$ cat config.mk
export PLATFORM = sky130hd
export DESIGN_NAME = cpu_clock_ctrl
export DESIGN_NICKNAME = d
export VERILOG_FILES = /design/src/rtl/cpu_clock_ctrl_pkg.sv /design/src/rtl/cpu_clock_ctrl_step_debouncer.sv /design/src/rtl/cpu_clock_ctrl.sv
export SDC_FILE = /design/constraint.sdc
export NUM_CORES = 1
export LEC_CHECK = 0
export CAP_MARGIN = 30
export CORE_MARGIN = 10
export CORE_UTILIZATION = 62
export CTS_CLUSTER_SIZE = 10
export DETAILED_ROUTE_END_ITERATION = 10
export PLACE_DENSITY = 0.86
export SLEW_MARGIN = 30
export SYNTH_ARGS = -nofsm -noshare
export SYNTH_HDL_FRONTEND = slang
export SYNTH_SLANG_ARGS = --single-unit
$ cat constraint.sdc
create_clock -name clk_50MHz -period 10.76 [get_ports clk_50MHz]
set_input_delay 1.076 -clock clk_50MHz [delete_from_list [all_inputs] [get_ports clk_50MHz]]
set_output_delay 1.076 -clock clk_50MHz [all_outputs]
set_load 0.01 [all_outputs]
$ cat src/rtl/cpu_clock_ctrl_pkg.sv
// cpu_clock_ctrl_pkg
//   Shared encodings for the CPU clock controller: FSM state values (also
//   shown on the debug display), the mode selector encoding, the reset tick
//   period and the smallest period a div_load may program.
package cpu_clock_ctrl_pkg;

  typedef enum logic [1:0] {
    HALT      = 2'd0,
    RUN       = 2'd1,
    STEP_IDLE = 2'd2,
    STEP_WAIT = 2'd3
  } state_t;

  localparam logic [1:0] MODE_HALT = 2'b00;
  localparam logic [1:0] MODE_RUN  = 2'b01;
  localparam logic [1:0] MODE_STEP = 2'b10;

  // 50 MHz / 100000 = 500 Hz scan tick
  localparam int DEFAULT_DIV = 100000;
  // A period of 0 or 1 would never produce a distinct wrap cycle
  localparam int DIV_MIN     = 2;

endpackage

$ cat src/rtl/cpu_clock_ctrl_step_debouncer.sv
// step_debouncer
//   Two-flop synchronizer for the raw step button followed by a debouncer
//   that only samples on scan_tick. The debounced level flips after
//   DEB_SAMPLES consecutive tick samples disagree with it.
// Ports:
//   clk_50MHz  in   system clock
//   reset      in   synchronous active-high reset
//   scan_tick  in   sample strobe
//   step_btn   in   raw asynchronous push-button
//   btn_deb    out  debounced level (1 = pressed)
module step_debouncer #(
  parameter int DEB_SAMPLES = 4
) (
  input  logic clk_50MHz,
  input  logic reset,
  input  logic scan_tick,
  input  logic step_btn,
  output logic btn_deb
);

  localparam int RUN_W = $clog2(DEB_SAMPLES + 1);

  logic             sync1, btn_s;
  logic [RUN_W-1:0] run;

  always_ff @(posedge clk_50MHz) begin
    if (reset) begin
      sync1   <= 1'b0;
      btn_s   <= 1'b0;
      btn_deb <= 1'b0;
      run     <= '0;
    end else begin
      sync1 <= step_btn;
      btn_s <= sync1;
      if (scan_tick) begin
        if (btn_s != btn_deb) begin
          // Last disagreeing sample of the run: commit the new level
          if (run == RUN_W'(DEB_SAMPLES - 1)) begin
            btn_deb <= btn_s;
            run     <= '0;
          end else begin
            run <= run + 1'b1;
          end
        end else begin
          run <= '0;
        end
      end
    end
  end

endmodule

$ cat src/rtl/cpu_clock_ctrl.sv
// cpu_clock_ctrl
//   Programmable prescaler producing scan_tick, plus the CPU advance FSM
//   (halt / free-run / single-step) producing a one-cycle cpu_en.
// Ports:
//   clk_50MHz   in   sole clock
//   reset       in   synchronous active-high reset
//   div_load    in   strobe capturing div_value into the pending period
//   div_value   in   requested tick period in cycles (0/1 clamp to 2)
//   mode        in   00 halt, 01 run, 10 step, 11 halt
//   step_btn    in   raw push-button
//   scan_tick   out  one-cycle pulse per period
//   cpu_en      out  one-cycle CPU advance enable
//   step_count  out  number of cpu_en pulses issued (wraps)
//   state       out  FSM state for debug display
module cpu_clock_ctrl #(
  parameter int DIV_WIDTH   = 17,
  parameter int DEFAULT_DIV = cpu_clock_ctrl_pkg::DEFAULT_DIV,
  parameter int DEB_SAMPLES = 4,
  parameter int CNT_WIDTH   = 16
) (
  input  logic                 clk_50MHz,
  input  logic                 reset,
  input  logic                 div_load,
  input  logic [DIV_WIDTH-1:0] div_value,
  input  logic [1:0]           mode,
  input  logic                 step_btn,
  output logic                 scan_tick,
  output logic                 cpu_en,
  output logic [CNT_WIDTH-1:0] step_count,
  output logic [1:0]           state
);

  import cpu_clock_ctrl_pkg::*;

  logic [DIV_WIDTH-1:0] cnt, period, pending;
  logic [DIV_WIDTH-1:0] cnt_nxt, period_nxt;
  logic                 wrap;
  logic                 btn_deb;
  state_t               state_q;

  // Prescaler: the period only changes on the wrap edge, so the running
  // period always completes. scan_tick is registered from the next-state
  // view so it is high exactly while cnt == period-1.
  always_comb begin
    wrap       = (cnt == period - 1'b1);
    cnt_nxt    = wrap ? '0 : cnt + 1'b1;
    period_nxt = wrap ? pending : period;
  end

  always_ff @(posedge clk_50MHz) begin
    if (reset) begin
      cnt       <= '0;
      period    <= DIV_WIDTH'(DEFAULT_DIV);
      pending   <= DIV_WIDTH'(DEFAULT_DIV);
      scan_tick <= 1'b0;
    end else begin
      cnt       <= cnt_nxt;
      period    <= period_nxt;
      scan_tick <= (cnt_nxt == period_nxt - 1'b1);
      if (div_load)
        pending <= (div_value < DIV_WIDTH'(DIV_MIN)) ? DIV_WIDTH'(DIV_MIN) : div_value;
    end
  end

  step_debouncer #(
    .DEB_SAMPLES (DEB_SAMPLES)
  ) u_deb (
    .clk_50MHz (clk_50MHz),
    .reset     (reset),
    .scan_tick (scan_tick),
    .step_btn  (step_btn),
    .btn_deb   (btn_deb)
  );

  // Mode is evaluated before the button every cycle, so a mode change in
  // the same cycle as a press swallows the step pulse. Entering step mode
  // with the button already held parks in STEP_WAIT until it is released.
  always_ff @(posedge clk_50MHz) begin
    if (reset) begin
      state_q    <= HALT;
      cpu_en     <= 1'b0;
      step_count <= '0;
    end else begin
      cpu_en     <= 1'b0;
      step_count <= step_count + CNT_WIDTH'(cpu_en);
      case (state_q)
        HALT, RUN: begin
          if (mode == MODE_RUN) begin
            state_q <= RUN;
            cpu_en  <= (state_q == RUN) && scan_tick;
          end else if (mode == MODE_STEP) begin
            state_q <= btn_deb ? STEP_WAIT : STEP_IDLE;
          end else begin
            state_q <= HALT;
          end
        end
        STEP_IDLE, STEP_WAIT: begin
          if (mode == MODE_RUN) begin
            state_q <= RUN;
          end else if (mode != MODE_STEP) begin
            state_q <= HALT;
          end else if (state_q == STEP_IDLE && btn_deb) begin
            cpu_en  <= 1'b1;
            state_q <= STEP_WAIT;
          end else if (state_q == STEP_WAIT && !btn_deb) begin
            state_q <= STEP_IDLE;
          end
        end
        default: state_q <= HALT;
      endcase
    end
  end

  assign state = state_q;

endmodule
# == Word-level counts from Yosys, hierarchy flattened ==
# Cells that the tools add are included.
# op_classes
reduce_logical,8
muxes,18
add_sub_neg,5
n_lt_le_gt_ge,1
eq_ne,11
# op_table
cell,count
17-bit 2-to-1 mux,3
17-bit equality test,2
17-bit by 1-bit subtractor with 17-bit output (second input constant),2
17-bit by 1-bit adder with 17-bit output (second input constant),1
17-bit by 2-bit less-than comparator with 1-bit output (second input constant),1
16-bit by 1-bit adder with 16-bit output,1
2-bit 2-to-1 mux,6
2-bit equality test (second input constant),3
3-bit 2-to-1 mux,2
1-bit 2-to-1 mux,5
5-bit inequality test (second input constant),1
2-bit by 1-bit equality test with 1-bit output (second input constant),2
2-bit case mux with 2 select lines,1
2-bit OR reduction,2
3-bit by 1-bit adder with 3-bit output (second input constant),1
3-bit by 2-bit equality test with 1-bit output (second input constant),1
1-bit logical AND,3
3-bit AND reduction,1
2-bit zero test,1
2-bit inequality test (second input constant),1
1-bit case mux with 2 select lines,1
1-bit zero test,1
1-bit inequality test,1
# totals
elab_cells,54
in_bits,23
reg_bits,77

# == Longest topological paths before layout ==
# logic_depth
depth_word,7
ltp_mapped,19
ltp_nobuf,18

# == Hierarchy ==
# From an unflattened synthesis, not the netlist that was laid out.
# hier_totals
hier_cells,501
area_unflattened_um2,4370.4
# by_module_without_submodules
module,area_each_um2,n_inst,cells_per_inst
cpu_clock_ctrl,4132.7,1,481
step_debouncer,237.7,1,20

# == Worst setup path before layout ==
# No wires, ideal clock.
# synth_path
kind,reg-to-reg
from,register period[0]
to,register scan_tick
required_ps,10699
t_arrival_ps,4627
setup_slack_ps,6072
n_path_buf,1
setup_time_ps,61
stages_incl_launch_ff,20
path_cell_list,dfxtp_1 inv_1 ha_1 clkbuf_1 nor3b_1 nand3_1 or3_1 a22oi_1 and4_2 a21oi_1 a21oi_1 ha_1 nor3b_1 xnor2_1 xnor2_1 o311ai_0 a2111o_1 or4b_1 o32ai_1 and4b_1
# synth_via
elab_chain_cells,5
word_cells_on_any_way,6
classes_between,2 x add/sub; 2 x eq/ne; 2 x mux
# synth_rtl
item,line,source
"start, declared",cpu_clock_ctrl.sv:35,"logic [DIV_WIDTH-1:0] cnt, period, pending;"
"start signal, assigned",cpu_clock_ctrl.sv:53,period <= DIV_WIDTH'(DEFAULT_DIV);
"start signal, assigned",cpu_clock_ctrl.sv:58,period <= period_nxt;
17-bit by 1-bit subtractor with 17-bit output,cpu_clock_ctrl.sv:45,wrap = (cnt == period - 1'b1);
17-bit equality test,cpu_clock_ctrl.sv:45,
17-bit 2-to-1 mux,cpu_clock_ctrl.sv:47,period_nxt = wrap ? pending : period;
17-bit by 1-bit subtractor with 17-bit output,cpu_clock_ctrl.sv:59,scan_tick <= (cnt_nxt == period_nxt - 1'b1);
17-bit equality test *,cpu_clock_ctrl.sv:59,
"end signal, assigned",cpu_clock_ctrl.sv:59,
"end, declared",cpu_clock_ctrl.sv:27,"output logic scan_tick,"
# Every way passes the cells marked *; elsewhere a longest branch is shown, timed or not.
# A chain may end at the register's enable or synchronous reset.

# == Worst setup path after layout ==
# Ends and elaborated chain as after synthesis.

==> run_results.csv <==
group,metric,value,unit
final_layout,area_growth,13.7,%
timing,setup_violations,0,
run_status,status,"completed",
global_route,grt_max_degree,62,
route,first_pass_iters,6,
setup_path,critPathRequiredTime,11.05,ns
synthesis,ys_seq_elements,77,
setup_path,crit_chain,"inv_1 -> ha_1 -> nor3b_1 -> nand3_1 -> or3_1 -> a22oi_1 -> and4_2 -> a21oi_1 -> a21oi_1 -> ha_1 -> nor3b_1 -> xnor2_1 -> xnor2_1 -> o311ai_0 -> a2111o_1 -> or4b_1 -> o32ai_1 -> and4b_1",
setup_path,startpoint_type,"flop",
global_route,grt_pass1_vias,3669,
clock_network,htreeDepth,3,
timing,fin_setup_tns,0,ns
final_layout,antenna_cells,0,
synthesis,synth_warnings,0,
clock_network,clk_pin_slew,0.10,ns
timing,maxSlewViolCount,0,
timing,period_share,0.480,
timing,rsz0062_at_grt,"false",
synthesis,postSynthNetCount,553,
place,io_buffers,42,
setup_path,timing.critical_path.buf_inv,1,
die,row_count,30,
clock_network,hold_buffers,0,
hold_path,hold_class,"reg2reg",
final_layout,fin_area,0.00500,sq mm
timing,worstMarginPinSlew,0.868,ns
route,drtAntennaViolNets,0,
setup_path,cpMaxStageDelayCell,"or4b_1",
setup_path,crit_path_max_incr_delay,0.51,ns
route,drc,0,
die,core_area,0.00683,sq mm
clock_network,insertion_delay,0.36,ns
synthesis,synth_area_leaders,"dfxtp_1 (35%), xnor2_1 (7.8%), xor2_1 (5.6%)",
clock_network,clockBufferDepth,2,
die,die_h,104,microns
synthesis,syn-cell-area,0.00440,sq mm
synthesis,synth.avg_cell_area,8.40,sq um
route,wl_per_cell,16.4,microns
global_route,grt-ovfl-total,0,
pwr,power_per_cell_area,113,mW/mm^2
clock_network,clockRootBuffer,"clkbuf_8",
timing,fmax,193,MHz
setup_path,crit_family,"simple AND/OR/NAND/NOR gates",
global_route,antenna_found_initial,0,
die,die_w,104,microns
place,gp_congestion,0.989,
timing,skew,0.0187,ns
route,drt_iter0_drc,220,
timing,fin_crit,5.17,ns
timing,slew-limit-headroom,0.421,
pwr,peakVddDrop,89.5,uV
synthesis,synth_edf_count,0,
global_route,grt_first_pass_wirelength,17500,microns
setup_path,crit_type,"reg2reg",
synthesis,syn_inst,524,
synthesis,ys.flop_type,"dfxtp_1",
clock_network,numCtsBuffers,9,
route,num_vias,3861,
clock_network,post_cts_buffers,0,
synthesis,synth_cell_types,62,
place,place_area,0.00479,sq mm
pwr,p_leak,0.00171,uW
run,drv_cap,0,
timing,hold_viol_final,0,
clock_network,ctsResizeCount,0,
final_layout,fin_nets,575,
synthesis,ys_seq_area_frac,0.350,
setup_path,crit_arrival,5.46,ns
setup_path,path_max_fanout,9,
die,start_util,0.645,
route,vias_per_cell,5.97,
setup_path,end_kind,"flop",
synthesis,synth_top_area_share,0.350,
route,finalWirelength,10600,microns
clock_network,cts_tree,"built",
die,dieArea,0.0109,sq mm
final_layout,layout-drive-gt1-share,0.0653,
synthesis,synth.largest_area_cell,"dfxtp_1",
global_route,grt_util_all_layers,0.189,
clock_network,cts_sinks,77,
place,dp_hpwl,7940,microns
die,ioPinCount,43,
final_layout,final_util,0.733,
synthesis,async_flop_share,0,
layout by cell type (no fill, tap or decap), drive strengths merged, types with 3 or more instances in the layout:
cell type	synthesis	routed
and3	5	5
nand3b	11	11
a21boi	3	3
nand3	22	22
clkbuf	22	9
clkdlybuf4s50	0	40
o31ai	3	3
xnor2	39	39
nand2	36	36
and4	3	3
xor2	28	28
buf	10	3
inv	11	15
nand2b	8	8
or4	8	8
ha	6	6
nor3	19	19
nand4	16	16
o21ai	18	18
mux2i	11	11
nor3b	6	6
nor4	14	14
nor2	64	64
o32ai	3	3
dfxtp	77	77
a31oi	5	5
a211o	6	6
or3	6	6
nor2b	10	10
a21oi	25	25
final cells by class:
class | count | area [sq um]
Inverter | 11 | 41.3
Multi-Input combinational cell | 404 | 2670
Clock inverter | 7 | 88.8
Clock buffer | 9 | 124
Tap cell | 96 | 120
Timing Repair Buffer | 43 | 420
Fill cell | 517 | 1830
Sequential cell | 77 | 1540
power by group:
part	switching [uW]	leakage, uW	internal (uW)
logic	16.2	0.000982	17.5
registers	7.11	0.000626	290
clock network	120	0.000106	113
total	144	0.00171	421
cells in the mapped netlist (3+ instances only):
library cell and instances:
ha_1 6, a21boi_0 3, o32ai_1 3, nor2_1 62, nor2b_1 10, or3_1 6, buf_2 4, a211o_1 6
o21ai_0 17, nand2b_1 8, nor4_1 14, clkbuf_1 22, nand3_1 22, nand3b_1 11, or4_1 6, nor3b_1 5
o31ai_1 3, a21oi_1 23, nor3_1 17, nand4_1 15, xor2_1 28, mux2i_1 11, dfxtp_1 77, buf_6 3
nand2_1 36, a31oi_1 5, xnor2_1 39, inv_1 11, and3_1 5
worst register-to-register path, delay by kind of cell (launching register included):
family / cells / cell delay (ns)
AO/OA/AOI/OAI: 6 / 1.36
XOR/XNOR: 2 / 0.29
adder cells (fa/ha/maj): 2 / 0.67
buffers and inverters: 1 / 0.10
flip-flops: 1 / 0.36
AND/OR/NAND/NOR: 7 / 2.33
path summary, 6_finish.rpt:
check	startpoint	end	slack, ns	cells past startpoint
setup / recovery	period[0]	scan_tick	5.59	18
setup reg to reg	period[0]	scan_tick	5.59	18
hold / removal	u_deb.sync1	u_deb.btn_s	0.46	1
hold reg to reg	u_deb.sync1	u_deb.btn_s	0.46	1
per-layer routing:
layer,vias up,track usage,wire length (microns),part of all wire
met5,-,0,0,0
met4,0,0.0537,146,0.014
met3,17,0.0452,616,0.058
met2,110,0.321,5140,0.48
met1,1832,0.231,4740,0.45
li1,1902,-,-,-
per-stage QoR:
step | worst slack [ns] | power, uW | hold slack [ns] | cells
2_1_floorplan | 6.07 | 322 | 0.414 | 524
3_3_place_gp | 5.79 | 336 | 0.418 | 631
3_5_place_dp | 5.66 | 337 | 0.435 | 631
4_1_cts | 5.63 | 567 | 0.465 | 647
5_1_grt | 5.17 | 583 | 0.491 | 647
6_report | 5.59 | 565 | 0.462 | 647
cell families (layout without fill, tap and decap cells):
logic type | Yosys count | after routing | synth area share
AND/OR/NAND/NOR | 238 | 238 | 0.295
AO/OA/AOI/OAI | 77 | 77 | 0.115
flip-flops | 77 | 77 | 0.350
XOR/XNOR | 70 | 70 | 0.149
buffers and inverters | 43 | 70 | 0.0438
multiplexers | 13 | 13 | 0.0301
adder cells (fa/ha/maj) | 6 | 6 | 0.0170
state kept, by name, summed over array words and instances (netlist names):
name / cells
u_deb.sync1: 1
pending: 17
step_count: 16
cnt: 17
period: 17
u_deb.run: 3
u_deb.btn_deb: 1
cpu_en: 1
scan_tick: 1
u_deb.btn_s: 1
state: 2
Power figures use the tool's default switching activity.
